<file path="src/rtl/round_robin_requester_if.sv">
// Producer/arbiter-facing signal bundle of the round robin requester.
// slave: the requester itself; master: the producer plus arbiter side that drives it.
interface round_robin_requester_if #(
  parameter int DATA_W = 8
);
  logic [3:0]          wr_en;
  logic [4*DATA_W-1:0] wr_data;
  logic [3:0]          grant_in;
  logic [3:0]          request_queue;
  logic [3:0]          full;
  logic [3:0]          wr_drop;
  logic                out_valid;
  logic [DATA_W-1:0]   out_data;
  logic [1:0]          out_id;
  logic                grant_err;

  modport slave (
    input  wr_en, wr_data, grant_in,
    output request_queue, full, wr_drop, out_valid, out_data, out_id, grant_err
  );

  modport master (
    output wr_en, wr_data, grant_in,
    input  request_queue, full, wr_drop, out_valid, out_data, out_id, grant_err
  );
endinterface

</file>
<file path="src/rtl/round_robin_requester.sv">
// Client side of a 4-line round robin arbiter: four per-line FIFOs, request per non-empty
// FIFO, and one pop per new one-hot grant, presented one clock after the grant is sampled.
module round_robin_requester #(
  parameter int DATA_W = 8,
  parameter int DEPTH  = 4,
  parameter int PTR_W  = 2
) (
  input  logic                    clk,
  input  logic                    reset,
  round_robin_requester_if.slave  bus
);

  localparam logic [PTR_W:0] FULL_CNT = (PTR_W + 1)'(DEPTH);

  logic [DATA_W-1:0] mem [4][DEPTH];
  logic [PTR_W-1:0]  rd_ptr [4];
  logic [PTR_W-1:0]  wr_ptr [4];
  logic [PTR_W:0]    count  [4];

  logic [3:0]        grant_q;
  logic              grant_onehot;
  logic              grant_multi;
  logic              new_grant;
  logic [1:0]        grant_idx;
  logic [3:0]        pop;
  logic [3:0]        push;

  logic [3:0]        wr_drop_q;
  logic              out_valid_q;
  logic [DATA_W-1:0] out_data_q;
  logic [1:0]        out_id_q;
  logic              grant_err_q;

  // A grant held across an arbiter time slice is only "new" on its first sampled cycle.
  always_comb begin
    grant_onehot = (bus.grant_in != 4'd0) && ((bus.grant_in & (bus.grant_in - 4'd1)) == 4'd0);
    grant_multi  = (bus.grant_in != 4'd0) && !grant_onehot;
    new_grant    = grant_onehot && (bus.grant_in != grant_q);
    grant_idx    = 2'd0;
    for (int i = 0; i < 4; i++) begin
      if (bus.grant_in[i]) grant_idx = 2'(i);
    end
  end

  // A full FIFO still accepts a push when the same cycle pops it.
  always_comb begin
    pop  = 4'd0;
    push = 4'd0;
    for (int i = 0; i < 4; i++) begin
      pop[i]  = new_grant && bus.grant_in[i] && (count[i] != '0);
      push[i] = bus.wr_en[i] && ((count[i] != FULL_CNT) || pop[i]);
    end
  end

  always_ff @(posedge clk) begin
    for (int i = 0; i < 4; i++) begin
      if (push[i]) mem[i][wr_ptr[i]] <= bus.wr_data[i*DATA_W +: DATA_W];
    end
  end

  always_ff @(posedge clk or posedge reset) begin
    if (reset) begin
      for (int i = 0; i < 4; i++) begin
        rd_ptr[i] <= '0;
        wr_ptr[i] <= '0;
        count[i]  <= '0;
      end
      grant_q     <= 4'd0;
      wr_drop_q   <= 4'd0;
      out_valid_q <= 1'b0;
      out_data_q  <= '0;
      out_id_q    <= 2'd0;
      grant_err_q <= 1'b0;
    end else begin
      grant_q     <= bus.grant_in;
      out_valid_q <= |pop;
      if (grant_multi) grant_err_q <= 1'b1;
      if (|pop) begin
        out_data_q <= mem[grant_idx][rd_ptr[grant_idx]];
        out_id_q   <= grant_idx;
      end
      for (int i = 0; i < 4; i++) begin
        wr_drop_q[i] <= bus.wr_en[i] && !push[i];
        if (push[i]) wr_ptr[i] <= wr_ptr[i] + 1'b1;
        if (pop[i])  rd_ptr[i] <= rd_ptr[i] + 1'b1;
        if (push[i] && !pop[i])      count[i] <= count[i] + 1'b1;
        else if (pop[i] && !push[i]) count[i] <= count[i] - 1'b1;
      end
    end
  end

  always_comb begin
    for (int i = 0; i < 4; i++) begin
      bus.request_queue[i] = (count[i] != '0);
      bus.full[i]          = (count[i] == FULL_CNT);
    end
  end

  assign bus.wr_drop   = wr_drop_q;
  assign bus.out_valid = out_valid_q;
  assign bus.out_data  = out_data_q;
  assign bus.out_id    = out_id_q;
  assign bus.grant_err = grant_err_q;

endmodule
</file>
<file path="src/flat_wrapper.sv">
// flat-port wrapper written by rule: the top's interface ports become plain ports
module round_robin_requester_flat 
#(
  parameter int DATA_W = 8,
  parameter int DEPTH  = 4,
  parameter int PTR_W  = 2
)
  (clk, reset, bus_wr_en, bus_wr_data, bus_grant_in, bus_request_queue, bus_full, bus_wr_drop, bus_out_valid, bus_out_data, bus_out_id, bus_grant_err);
  round_robin_requester_if #(.DATA_W(DATA_W)) bus_i ();
  input  logic clk;
  input  logic reset;
  input wire logic [$bits(bus_i.wr_en)-1:0] bus_wr_en;
  input wire logic [$bits(bus_i.wr_data)-1:0] bus_wr_data;
  input wire logic [$bits(bus_i.grant_in)-1:0] bus_grant_in;
  output wire logic [$bits(bus_i.request_queue)-1:0] bus_request_queue;
  output wire logic [$bits(bus_i.full)-1:0] bus_full;
  output wire logic [$bits(bus_i.wr_drop)-1:0] bus_wr_drop;
  output wire logic [$bits(bus_i.out_valid)-1:0] bus_out_valid;
  output wire logic [$bits(bus_i.out_data)-1:0] bus_out_data;
  output wire logic [$bits(bus_i.out_id)-1:0] bus_out_id;
  output wire logic [$bits(bus_i.grant_err)-1:0] bus_grant_err;
  assign bus_i.wr_en = bus_wr_en;
  assign bus_i.wr_data = bus_wr_data;
  assign bus_i.grant_in = bus_grant_in;
  assign bus_request_queue = bus_i.request_queue;
  assign bus_full = bus_i.full;
  assign bus_wr_drop = bus_i.wr_drop;
  assign bus_out_valid = bus_i.out_valid;
  assign bus_out_data = bus_i.out_data;
  assign bus_out_id = bus_i.out_id;
  assign bus_grant_err = bus_i.grant_err;
  round_robin_requester #(.DATA_W(DATA_W), .DEPTH(DEPTH), .PTR_W(PTR_W)) u_core (.clk(clk), .reset(reset), .bus(bus_i));
endmodule
</file>
<file path="config.mk">
export PLATFORM = sky130hd
export DESIGN_NAME = round_robin_requester_flat
export DESIGN_NICKNAME = d
export VERILOG_FILES = /design/src/rtl/round_robin_requester_if.sv /design/src/rtl/round_robin_requester.sv /design/src/flat_wrapper.sv
export SDC_FILE = /design/constraint.sdc
export NUM_CORES = 1
export LEC_CHECK = 0
export BUFFER_PORTS_ARGS = -buffer_cell sky130_fd_sc_hd__buf_2
export CORE_MARGIN = 8
export CORE_UTILIZATION = 50
export CTS_CLUSTER_DIAMETER = 200
export CTS_CLUSTER_SIZE = 14
export DETAILED_ROUTE_END_ITERATION = 12
export PLACE_DENSITY_LB_ADDON = 0.3
export SLEW_MARGIN = 30
export SYNTH_ARGS = -nofsm -noshare
export SYNTH_HDL_FRONTEND = slang
export SYNTH_SLANG_ARGS = --single-unit
</file>
<file path="constraint.sdc">
create_clock -name clk -period 2.75 [get_ports clk]
set_input_delay 0.275 -clock clk [delete_from_list [all_inputs] [get_ports clk]]
set_output_delay 0.275 -clock clk [all_outputs]
set_load 0.1 [all_outputs]
</file>
==> impl_metrics.tcl <==
set metrics [dict create \
    wl_mm 15.4 \
    grt_overflow_total 0 \
    period_share_pct 87.4 \
    grt_pass1_wl_mm 24.2 \
    start_util_pct 51.2 \
    place_ws_ps 212 \
    path_buf_inv 1 \
    worstRegToRegCells 10 \
    cts-root-buf "clkbuf_16" \
    status "finished, final reports clean" \
    gr-usage-all-layers_pct 16.4 \
    path_depth 10 \
    clock_path_buffers 2 \
    p_int_uw 5920 \
    tritoncts "yes" \
    antenna_found_initial 1 \
    swShare_pct 36.8 \
    cts_made_buffers 17 \
    wl_per_cell_um 21.2 \
    drv_cap 0 \
    clk_pin_slew_ps 70 \
    switchingPower_uw 3450 \
    synth.avg_cell_area_um2 16.3 \
    syn_nets 524 \
    nNetsFinal 598 \
    drtPass1Iterations 8 \
    setup_viol 0 \
    maxSlewViolCount 0 \
    mappedNetlistArea_mm2 0.00745 \
    synth_seq_cells 176 \
    cp_cell_sequence "xnor2_1 -> nand4_2 -> o21a_1 -> nand2_1 -> ha_1 -> inv_1 -> fa_1 -> xor2_1 -> nor2_1 -> xor2_1" \
    slew_headroom_pct 59.2 \
    diodes 0 \
    seqPwrFrac_pct 42.6 \
    cts_resized 0 \
    fmax_mhz 416 \
    cp-endpoint "u_core.count[11]" \
    cellLeakagePower_uw 0.00338 \
    drive_above_1_share_pct 28.6 \
    path_max_fanout 9 \
    ctsHtreeMaxLevel 4 \
    end_kind "register" \
    postSynthCellCount 458 \
    rsz0062_at_grt "no" \
    num_rows 44 \
    crit_top_cell "xor2_1" \
    final_common_cell "edfxtp_1" \
    tns_ps 0 \
    worst_clock_skew_ps 10.1 \
    finalCriticalPeriod_ps 2400 \
    clkSinkCount 176 \
    port_buffers 65 \
    first_iter_violations 498 \
    drc 0 \
    synth_cell_types 40 \
    r2r_start "u_core.grant_q[3]" \
    tightest_slew_ps 612 \
    clock_latency_ps 420 \
    worst-r2r-setup-slack_ps 350 \
    final_cell_mix "edfxtp_1, buf_2, dfrtp_1" \
    r2r-end "u_core.count[11]" \
    finalWorstSetupSlack_ps 348 \
    final_hold_viol_count 0 \
    critPathLaunch "u_core.grant_q[3]" \
    area_growth_pct 15.6 \
    pwr-share-clk_pct 26.4 \
    die_y_um 138 \
    path_class "register to register" \
    viasPerCell 5.69 \
    synth_warnings 0 \
    hp-class "primary input to register" \
    crit_arrival_ps 2750 \
    power_density_mw_per_mm2 1090 \
    p_total_uw 9370 \
    ioPinCount 66 \
    slowest_stage "fa_1" \
    grt_pass1_vias 4302 \
    chipWidth_um 138 \
    core_mm2 0.0145 \
    startpoint_type "register" \
    cpPeakStageDelay_ps 440 \
    combPwrFrac_pct 31.0 \
    grt_max_degree 49 \
    seq_area_frac_synth_pct 67.7 \
    hpwl_mm 10.6 \
    ant_nets 0 \
    vias 4150 \
    dieArea_mm2 0.0191 \
    gp_congestion 0.751 \
    cp_top_family "adder cells" \
    critPathRequiredTime_ps 3100 \
    ir_worst_vdd_mv 0.518 \
]
[kinds of logic after synthesis]
family / Yosys count / share of synthesized area [%]
compound gates: 59 / 7.09
xor+xnor: 29 / 3.41
fa+ha+maj: 25 / 4.57
buf+inv: 38 / 2.74
flops: 176 / 67.7
mux: 66 / 9.69
simple gates: 65 / 4.77
[synthesized netlist by cell type]
| cell type | n | share of area (%) |
|---|---|---|
| o31a_1 | 4 | 0.47 |
| xor2_1 | 12 | 1.4 |
| nor2b_1 | 1 | 0.084 |
| a21boi_2 | 3 | 0.45 |
| buf_4 | 3 | 0.30 |
| o211a_1 | 1 | 0.13 |
| and2_1 | 14 | 1.2 |
| o21ai_0 | 2 | 0.13 |
| clkbuf_1 | 5 | 0.25 |
| a222oi_1 | 32 | 4.3 |
| dfrtp_1 | 48 | 16 |
| mux2_1 | 3 | 0.45 |
| ha_1 | 20 | 3.4 |
| mux2i_1 | 26 | 3.5 |
| inv_1 | 17 | 0.86 |
| and3_1 | 10 | 0.84 |
| nand3_1 | 5 | 0.34 |
| o211ai_1 | 1 | 0.10 |
| o21ai_1 | 11 | 0.74 |
| xnor2_1 | 17 | 2.0 |
| nand2_1 | 16 | 0.81 |
| mux2i_4 | 1 | 0.30 |
| o21a_1 | 1 | 0.10 |
| a221oi_4 | 1 | 0.35 |
| buf_6 | 3 | 0.45 |
| nor3_1 | 1 | 0.067 |
| edfxtp_1 | 128 | 52 |
| mux2_2 | 36 | 5.4 |
| nor2_1 | 7 | 0.35 |
| or3_1 | 4 | 0.34 |
| nor3b_1 | 5 | 0.50 |
| buf_12 | 1 | 0.27 |
| or4_1 | 1 | 0.10 |
| maj3_1 | 1 | 0.13 |
| a21bo_2 | 1 | 0.13 |
| fa_1 | 4 | 1.1 |
| buf_2 | 9 | 0.60 |
| a21oi_1 | 1 | 0.067 |
| nand4_2 | 1 | 0.17 |
| o21bai_1 | 1 | 0.10 |
[registers in the layout, indices dropped and copies added, names as in the netlist, 2 cells and up]
signal               cells
u_core.bus.out_data      8
u_core.rd_ptr            8
u_core.mem             128
u_core.bus.wr_drop       4
u_core.grant_q           4
u_core.count            12
u_core.wr_ptr            8
u_core.bus.out_id        2
[final cells by class]
class                      count  area [um2]
sequential                   176        5040
fill                        1128        5920
multi-input combinational    244        2250
clock inverter                14         179
tap                          184         230
clock buffer                  18         429
inverter                      17        66.3
timing repair buffer          76         410
[power by group through the flow]
stage	logic (uW)	clock network (uW)	registers, uW
after global routing	3130	2610	4070
after detailed placement	2930	0	4040
after global placement	2840	0	4000
after CTS	2940	2500	4000
after floorplan	1730	0	4520
final	2910	2480	3990
[metal layers]
layer / track usage, % / wire [um]
met1: 21.2 / 6790
met2: 25.9 / 7430
met3: 4.79 / 1060
met4: 5.09 / 151
met5: 0 / 10
[worst min-delay path by stage]
stage / startpoint / to / slack, ps / depth (start not counted)
final: bus_grant_in[0] / u_core.grant_q[0] / 60 / 1
after floorplan: bus_grant_in[0] / u_core.grant_q[0] / 310 / 0
after detailed placement: reset / u_core.bus.out_data[5] / 410 / 2
after global placement: u_core.bus.out_id[1] / u_core.bus.out_id[1] / 450 / 2
after global routing: bus_wr_data[16] / u_core.mem[2][24] / 50 / 1
after CTS: bus_grant_in[0] / u_core.grant_q[0] / 40 / 1
[stage by stage]
step	cells	hold WS, ps	utilization [%]	area [um2]
after floorplan	458	306	-	7490
after global placement	696	450	55.0	7990
after detailed placement	696	408	55.0	7990
after CTS	729	44.5	59.2	8610
after global routing	729	46.7	59.2	8610
final	729	57.0	59.2	8610
[what timing repair did]
item,in CTS,in global routing
hold endpoints to repair,48,0
hold buffers,1,0
setup buffers,0,0
Note: power is estimated with default switching activity, not from simulation.
